==> src/rtl/des_key_schedule.sv <==
// Iterative DES key schedule: computes the 16 round subkeys one per clock into an
// internal array and serves them through a combinational read port in either round order.
module des_key_schedule (
   input  logic        clk,
   input  logic        reset,
   input  logic        key_we_hi,
   input  logic        key_we_lo,
   input  logic [31:0] wdata,
   input  logic        start,
   input  logic        mode,
   input  logic [3:0]  sk_idx,
   output logic [47:0] subkey,
   output logic        busy,
   output logic        ready
);

   typedef enum logic [1:0] {S_IDLE, S_LOAD, S_ROUND} state_t;

   // Tables hold DES bit numbers (bit 1 = MSB of the source vector).
   localparam int PC1 [56] = '{57,49,41,33,25,17, 9, 1,58,50,42,34,26,18,
                               10, 2,59,51,43,35,27,19,11, 3,60,52,44,36,
                               63,55,47,39,31,23,15, 7,62,54,46,38,30,22,
                               14, 6,61,53,45,37,29,21,13, 5,28,20,12, 4};
   localparam int PC2 [48] = '{14,17,11,24, 1, 5, 3,28,15, 6,21,10,
                               23,19,12, 4,26, 8,16, 7,27,20,13, 2,
                               41,52,31,37,47,55,30,40,51,45,33,48,
                               44,49,39,56,34,53,46,42,50,36,29,32};

   function automatic logic [55:0] f_pc1(input logic [63:0] key);
      logic [55:0] v;
      v = '0;
      for (int i = 0; i < 56; i++) v[55-i] = key[64-PC1[i]];
      return v;
   endfunction

   function automatic logic [47:0] f_pc2(input logic [55:0] cd);
      logic [47:0] v;
      v = '0;
      for (int i = 0; i < 48; i++) v[47-i] = cd[56-PC2[i]];
      return v;
   endfunction

   function automatic logic [27:0] f_rotl(input logic [27:0] x, input logic two);
      return two ? {x[25:0], x[27:26]} : {x[26:0], x[27]};
   endfunction

   state_t      r_state;
   logic [63:0] r_key;
   logic [27:0] r_c, r_d;
   logic [3:0]  r_rnd;
   logic        r_mode;
   logic        r_ready;
   logic [47:0] r_sk [16];

   logic        w_kw;
   logic        w_two;
   logic [55:0] w_pc1;
   logic [27:0] w_c_rot, w_d_rot;
   logic [47:0] w_pc2;
   logic [3:0]  w_rd_idx;

   assign w_kw    = key_we_hi | key_we_lo;
   assign w_two   = !(r_rnd == 4'd0 || r_rnd == 4'd1 || r_rnd == 4'd8 || r_rnd == 4'd15);
   assign w_pc1   = f_pc1(r_key);
   assign w_c_rot = f_rotl(r_c, w_two);
   assign w_d_rot = f_rotl(r_d, w_two);
   assign w_pc2   = f_pc2({w_c_rot, w_d_rot});

   always_ff @(posedge clk or posedge reset) begin
      if (reset) begin
         r_key <= '0;
      end else begin
         if (key_we_hi) r_key[63:32] <= wdata;
         if (key_we_lo) r_key[31:0]  <= wdata;
      end
   end

   // A key write outside IDLE aborts; in IDLE it only invalidates the stored schedule.
   always_ff @(posedge clk or posedge reset) begin
      if (reset) begin
         r_state <= S_IDLE;
         r_ready <= 1'b0;
         r_mode  <= 1'b0;
         r_c     <= '0;
         r_d     <= '0;
         r_rnd   <= '0;
         for (int i = 0; i < 16; i++) r_sk[i] <= '0;
      end else if (w_kw && r_state != S_IDLE) begin
         r_state <= S_IDLE;
         r_ready <= 1'b0;
      end else begin
         case (r_state)
            S_IDLE: begin
               if (start) begin
                  r_mode  <= mode;
                  r_ready <= 1'b0;
                  r_state <= S_LOAD;
               end else if (w_kw) begin
                  r_ready <= 1'b0;
               end
            end
            S_LOAD: begin
               r_c     <= w_pc1[55:28];
               r_d     <= w_pc1[27:0];
               r_rnd   <= '0;
               r_state <= S_ROUND;
            end
            S_ROUND: begin
               r_c         <= w_c_rot;
               r_d         <= w_d_rot;
               r_sk[r_rnd] <= w_pc2;
               if (r_rnd == 4'd15) begin
                  r_state <= S_IDLE;
                  r_ready <= 1'b1;
               end else begin
                  r_rnd <= r_rnd + 4'd1;
               end
            end
            default: r_state <= S_IDLE;
         endcase
      end
   end

   assign w_rd_idx = r_mode ? (4'd15 - sk_idx) : sk_idx;
   assign subkey   = r_sk[w_rd_idx];
   assign busy     = (r_state != S_IDLE);
   assign ready    = r_ready;

endmodule

==> config.mk <==
export PLATFORM = sky130hd
export DESIGN_NAME = des_key_schedule
export DESIGN_NICKNAME = d
export VERILOG_FILES = /design/src/rtl/des_key_schedule.sv
export SDC_FILE = /design/constraint.sdc
export NUM_CORES = 2
export LEC_CHECK = 0
export CAP_MARGIN = 20
export CORE_ASPECT_RATIO = 1.75
export CORE_MARGIN = 10
export CORE_UTILIZATION = 45
export DETAILED_ROUTE_END_ITERATION = 8
export GPL_TIMING_DRIVEN = 1
export MAX_ROUTING_LAYER = met4
export PLACE_DENSITY_LB_ADDON = 0.3
export SYNTH_ARGS = -nofsm -noshare
export SYNTH_HDL_FRONTEND = slang
export SYNTH_SLANG_ARGS = --single-unit
export TNS_END_PERCENT = 10
==> constraint.sdc <==
create_clock -name clk -period 86.1 [get_ports clk]
set_clock_uncertainty 0.1 [all_clocks]
set_input_delay 8.61 -clock clk [delete_from_list [all_inputs] [get_ports clk]]
set_output_delay 8.61 -clock clk [all_outputs]
set_load 0.1 [all_outputs]
-- After elaboration in Yosys (flattened, before gate mapping)
Index checks and enable logic that the tools add are counted.
- register bits after elaboration: 896
- input port bits: 42
- output and inout bits: 50
- word-level logic and storage cells: 80
- add/sub/neg operators: 2
- magnitude comparators: 3
- equal/unequal tests: 9
- mux-type cells: 22
- bitwise logic cells: 4
- reduce and logical (&&, ||, !) cells: 16
- operators with widths (cell ; number):
    bitwise mux 768 bit ; 1
    binary-select mux 48 bit (select 4 bit) ; 1
    demux 48 bit (select 4 bit) ; 1
    two-way mux 48 bit ; 3
    one-hot mux 28 bit (2 select lines) ; 2
    two-way mux 28 bit ; 2
    greater-or-equal comparator 5 bit, second input constant ; 2
    inverter 4 -> 5 bit ; 2
    AND reduction 3 bit ; 3
    equality test 4 bit, second input constant ; 2
    two-way mux 4 bit ; 2
    one-hot mux 4 bit (2 select lines) ; 1
    two-way mux 2 bit ; 3
    != test 3 bit, second input constant ; 2
    one-hot mux 2 bit (3 select lines) ; 1
    AND reduction 2 bit ; 3
    < comparator 5 x 1 -> 1 bit, second input constant ; 1
    adder 4 x 1 -> 4 bit, second input constant ; 1
    equality test 4 x 1 -> 1 bit, second input constant ; 1
    zero test 4 bit ; 1
    two-way mux 1 bit ; 4
    != test 4 bit, second input constant ; 1
    nonzero test 2 bit ; 2
    subtractor 4 bit, first input constant ; 1
    10 further kinds ; 13

-- Longest topological paths before layout
- depth after elaboration: 6
- depth in mapped cells: 11
- gate-level depth less buffers: 7

-- Worst setup path before layout
No wires, ideal clock.
- kind: input to output
- start: in sk_idx[1]
- end: out subkey[45]
- data arrival time: 12.041 ns
- path slack: 65.349 ns
- stages on the path: 9
- cell sequence: buf_2 -> nor2b_1 -> buf_2 -> buf_2 -> buf_1 -> a21oi_1 -> o21ai_0 -> a22oi_1 -> o31ai_1
- cells in the longest elaborated chain, start to end: 6
- ends and longest elaborated chain (item ; line ; text):
    from (decl) ; 11 ; input logic [3:0] sk_idx,
    subtractor 4 bit ; 124 ; assign w_rd_idx = r_mode ? (4'd15 - sk_idx) : sk_idx;
    two-way mux 4 bit (*) ; 124 ;
    inverter 4 -> 5 bit (not written as such) (*) ; 125 ; assign subkey = r_sk[w_rd_idx];
    binary-select mux 48 bit (select 4 bit) (*) ; 125 ;
    two-way mux 48 bit (not written as such) (*) (2 in a row) ; 125 ;
    to (decl) ; 12 ; output logic [47:0] subkey,
Mark *: on every way between the ends. The rest lies on a longest branch, timed or not. The select of a mux whose other input is x is not followed.

-- Worst setup path after layout
- start: in sk_idx[2]
- end: out subkey[46]
The elaborated chain is that of the path after synthesis.

==> metrics.md <==
| Metric | Value |
|---|---|
| Syn Std Cell Area | a little over 40,000 um2 |
| TritonCTS clock tree | done |
| DIE HEIGHT | around 420 um |
| Filler cell count | around 8,400 |
| WL/cell | 22.9 um |
| Residual DRC count | 0 |
| Post-route minimum period | 22.48 ns |
| F_max | 44.5 MHz |
| Actual slew at the worst max-slew pin | around 1.2 ns |
| Worst hold slack | ~0.37 ns |
| Synth Area in Compound Gates | 0.220 |
| Sw power | 587 uW |
| WL final | 122,000 um |
| Share of layout cells above drive strength 1 | 0.114 |
| Top FF cell, synth | dfrtp_1 |
| Combinational power share | 0.389 |
| Vias | ~32,000 |
| Detail Route Antenna Nets | 0 |
| Num Clock Sinks | ~890 |
| CP Capture Type | primary output |
| Worst Setup Start Kind | primary input |
| Peak VDD IR | 0.0000407 V |
| Vias in the first global route | roughly 31,000 |
| Max Cap Viol | 0 |
| Simple-Gate Fraction of Synth Area | 0.105 |
| Drt first pass iters | 6 |
| Iter 0 DRT Violations | 2,958 |
| Core area | between 90,000 and 100,000 um2 |
| Total GRT Usage | 0.240 |
| Leak | 20.0 nW |
| Post-synthesis cell type count | 55 |
| Port buffer count | between 80 and 90 |
| Most frequent cells in the layout | dfrtp_1 (888), o21ai_0 (870), nand2_1 (822) |
| Cells after Synth | ~4,200 |
| Core Util, Final | 0.503 |
| Post-Syn Nets | ~4,300 |
| Post-Synth XOR/XNOR Area | 0.00107 |
| RSZ-0062 raised after global routing | no |
| CP Class | in -> out |
| Yosys top cell area share | 0.543 |
| Final hold vios | 0 |
| CTS Buf Count | 79 |
| Die footprint | between 100,000 and 150,000 um2 |
| Mux share of post-synthesis cell area | 0.0865 |
| Crit path DAT | between 10 and 15 ns |
| Post CTS Setup Buffer Count | 0 |
| GP Congestion | roughly 0.83 |
| Maximum clock insertion buffer count | 3 |
| Initial Util | 0.452 |
| Clock group share of total power | 0.258 |
| Post-synthesis sequential area ratio | 0.543 |
| Remaining global-route overflow | 0 |
| First-pass GRT wire length | ~190,000 um |
| Worst-path clk slew | around 0.060 ns |
| Most common cell after layout, fill and taps aside | dfrtp_1 |
| FF+latch count, synth | about 890 |
| Fin crit share | 0.261 |
| Rel. slew slack | 0.218 |
| Largest family of logic cells by synthesized area | compound AO/OA/AOI/OAI gates |
| Row cnt | between 100 and 150 |
| EDFF count, synth | 0 |
| Antenna violations before repair | 1 |
| Largest net degree at the start of global routing | about 180 |
| Final number of max-transition violations | 0 |
| Synth warnings | 0 |
| Syn_area_per_cell | 9.74 um2 |
| Num ports | between 90 and 100 |
| Final setup TNS | 0 ns |
| CTS Hold Bufs | 0 |
| Synth Area in Adders | 0.00245 |
| Layout overhead on the synthesized area | 11.2% |
| Finish-stage setup viols | 0 |
| Crit path max fanout | 48 |
| Clk_lat worst skew | approximately 0.66 ns |
| Htree depth | 3 |
| Via density | slightly below 6 |
| Switching share of total power | 0.413 |
| Placed Area | 42,700 um2 |
| Min-delay worst type | reg -> reg |
| Ranking of synthesized cells by area | dfrtp_1 (54%), o21ai_0 (11%), nand2_1 (7.6%), a21oi_1 (3.5%), mux2_2 (3.1%) |
| Int Pwr | between 800 and 900 uW |
| Required @ worst endpoint | a little under 80 ns |
| Post-CTS sizing | 0 |
| Design Area, Final | about 45,000 um2 |
| Die width | ~250 um |
| Outcome | complete, no violations |
| Clk Tree Root Cell | clkbuf_16 |
| DP HPWL | about 72,000 um |
| Layout Nets | around 4,100 |
| Pwr/cell area | between 30 and 40 nW/um2 |
| Share of power burned in registers | 0.353 |
| Cell taking the most area after synthesis | dfrtp_1 |
| Placed cells | slightly above 5,000 |
| Post-Layout Cell Count | 5,321 |
| Post-synth ARST share | 1.00 |
[area by class of cell]
| class | count | area (um2) | area share |
|---|---|---|---|
| repair buffers | 196 | 1770 | 0.0390 |
| diodes | 1 | 2.50 | 0.0000550 |
| clock buffers | 116 | 2380 | 0.0523 |
| multi-input cells | 2903 | 17300 | 0.381 |
| inverters | 9 | 41.3 | 0.000908 |
| clock inverters | 24 | 265 | 0.00583 |
| well taps | 1184 | 1480 | 0.0326 |
| flip-flops and latches | 888 | 22200 | 0.489 |
[cells in the mapped netlist (all sizes together) (9+ instances only)]
| cell | n |
|---|---|
| dfrtp | 888 |
| o21ai | 871 |
| nand2 | 825 |
| a21oi | 289 |
| clkbuf | 285 |
| buf | 116 |
| mux2 | 112 |
| o22ai | 108 |
| mux2i | 104 |
| a21o | 99 |
| nor2 | 80 |
| mux4 | 54 |
| nand3 | 46 |
| nor4 | 41 |
| o221ai | 39 |
| o211ai | 33 |
| a211o | 27 |
| nor3b | 27 |
| a22oi | 22 |
| a22o | 15 |
| a221oi | 12 |
| a211oi | 11 |
| a221o | 9 |
| a222oi | 9 |
| a31o | 9 |
| inv | 9 |
[critical path, stage by stage]
cell	delay [ns]
buf_2	0.41
buf_4	0.67
nor2b_2	0.38
a22oi_2	0.94
buf_4	0.51
o21ai_0	0.13
or4_1	0.57
o31ai_1	0.21
clkdlybuf4s50_1	1.28
[path summary, 6_finish.rpt]
path	start	to	slack (ns)	cells past startpoint
worst max-delay path	sk_idx[2]	subkey[46]	63.62	9
worst min-delay path	r_sk[613]	r_sk[613]	0.37	2
worst max register to register	r_rnd[1]	r_d[9]	82.29	9
worst min register to register	r_sk[613]	r_sk[613]	0.37	2
max in group asynchronous	reset	r_sk[225]	74.29	5
min in group asynchronous	reset	r_key[19]	8.43	2
[sequential cells by signal, summed over array words and instances (netlist names)]
name,flops
r_c,28
r_d,28
r_key,56
r_mode,1
r_rnd,4
r_sk,768
r_state,2
ready,1
[logic make-up after synthesis]
kind of cell,after synthesis
multiplexers,270
adder cells (fa/ha/maj),8
flip-flops,888
AND/OR/NAND/NOR,1048
AO/OA/AOI/OAI,1575
buffers and inverters,410
XOR/XNOR,2
[per-layer routing]
layer,part of all wire,vias up,GRT usage,wire [um]
met1,0.41,15778,0.292,49800
li1,-,14648,-,-
met5,0,-,-,0
met4,0.040,0,0.0944,4820
met2,0.50,963,0.399,60600
met3,0.053,280,0.0306,6440
[power groups by stage]
stage,Clock [mW],Sequential (mW),Combinational (mW)
finish,0.367,0.501,0.552
global route,0.389,0.507,0.585
CTS,0.373,0.501,0.547
detailed placement,0,0.508,0.546
global placement,0,0.506,0.539
floorplan,0,0.499,0.374
[metrics by stage]
stage	power (mW)	worst slack, ns
after detailed placement	1.05	63.69
after global routing	1.48	63.64
final	1.42	63.62
after floorplan	0.873	52.43
after global placement	1.05	63.71
after CTS	1.42	63.67
(Power assumes the default switching activity.)
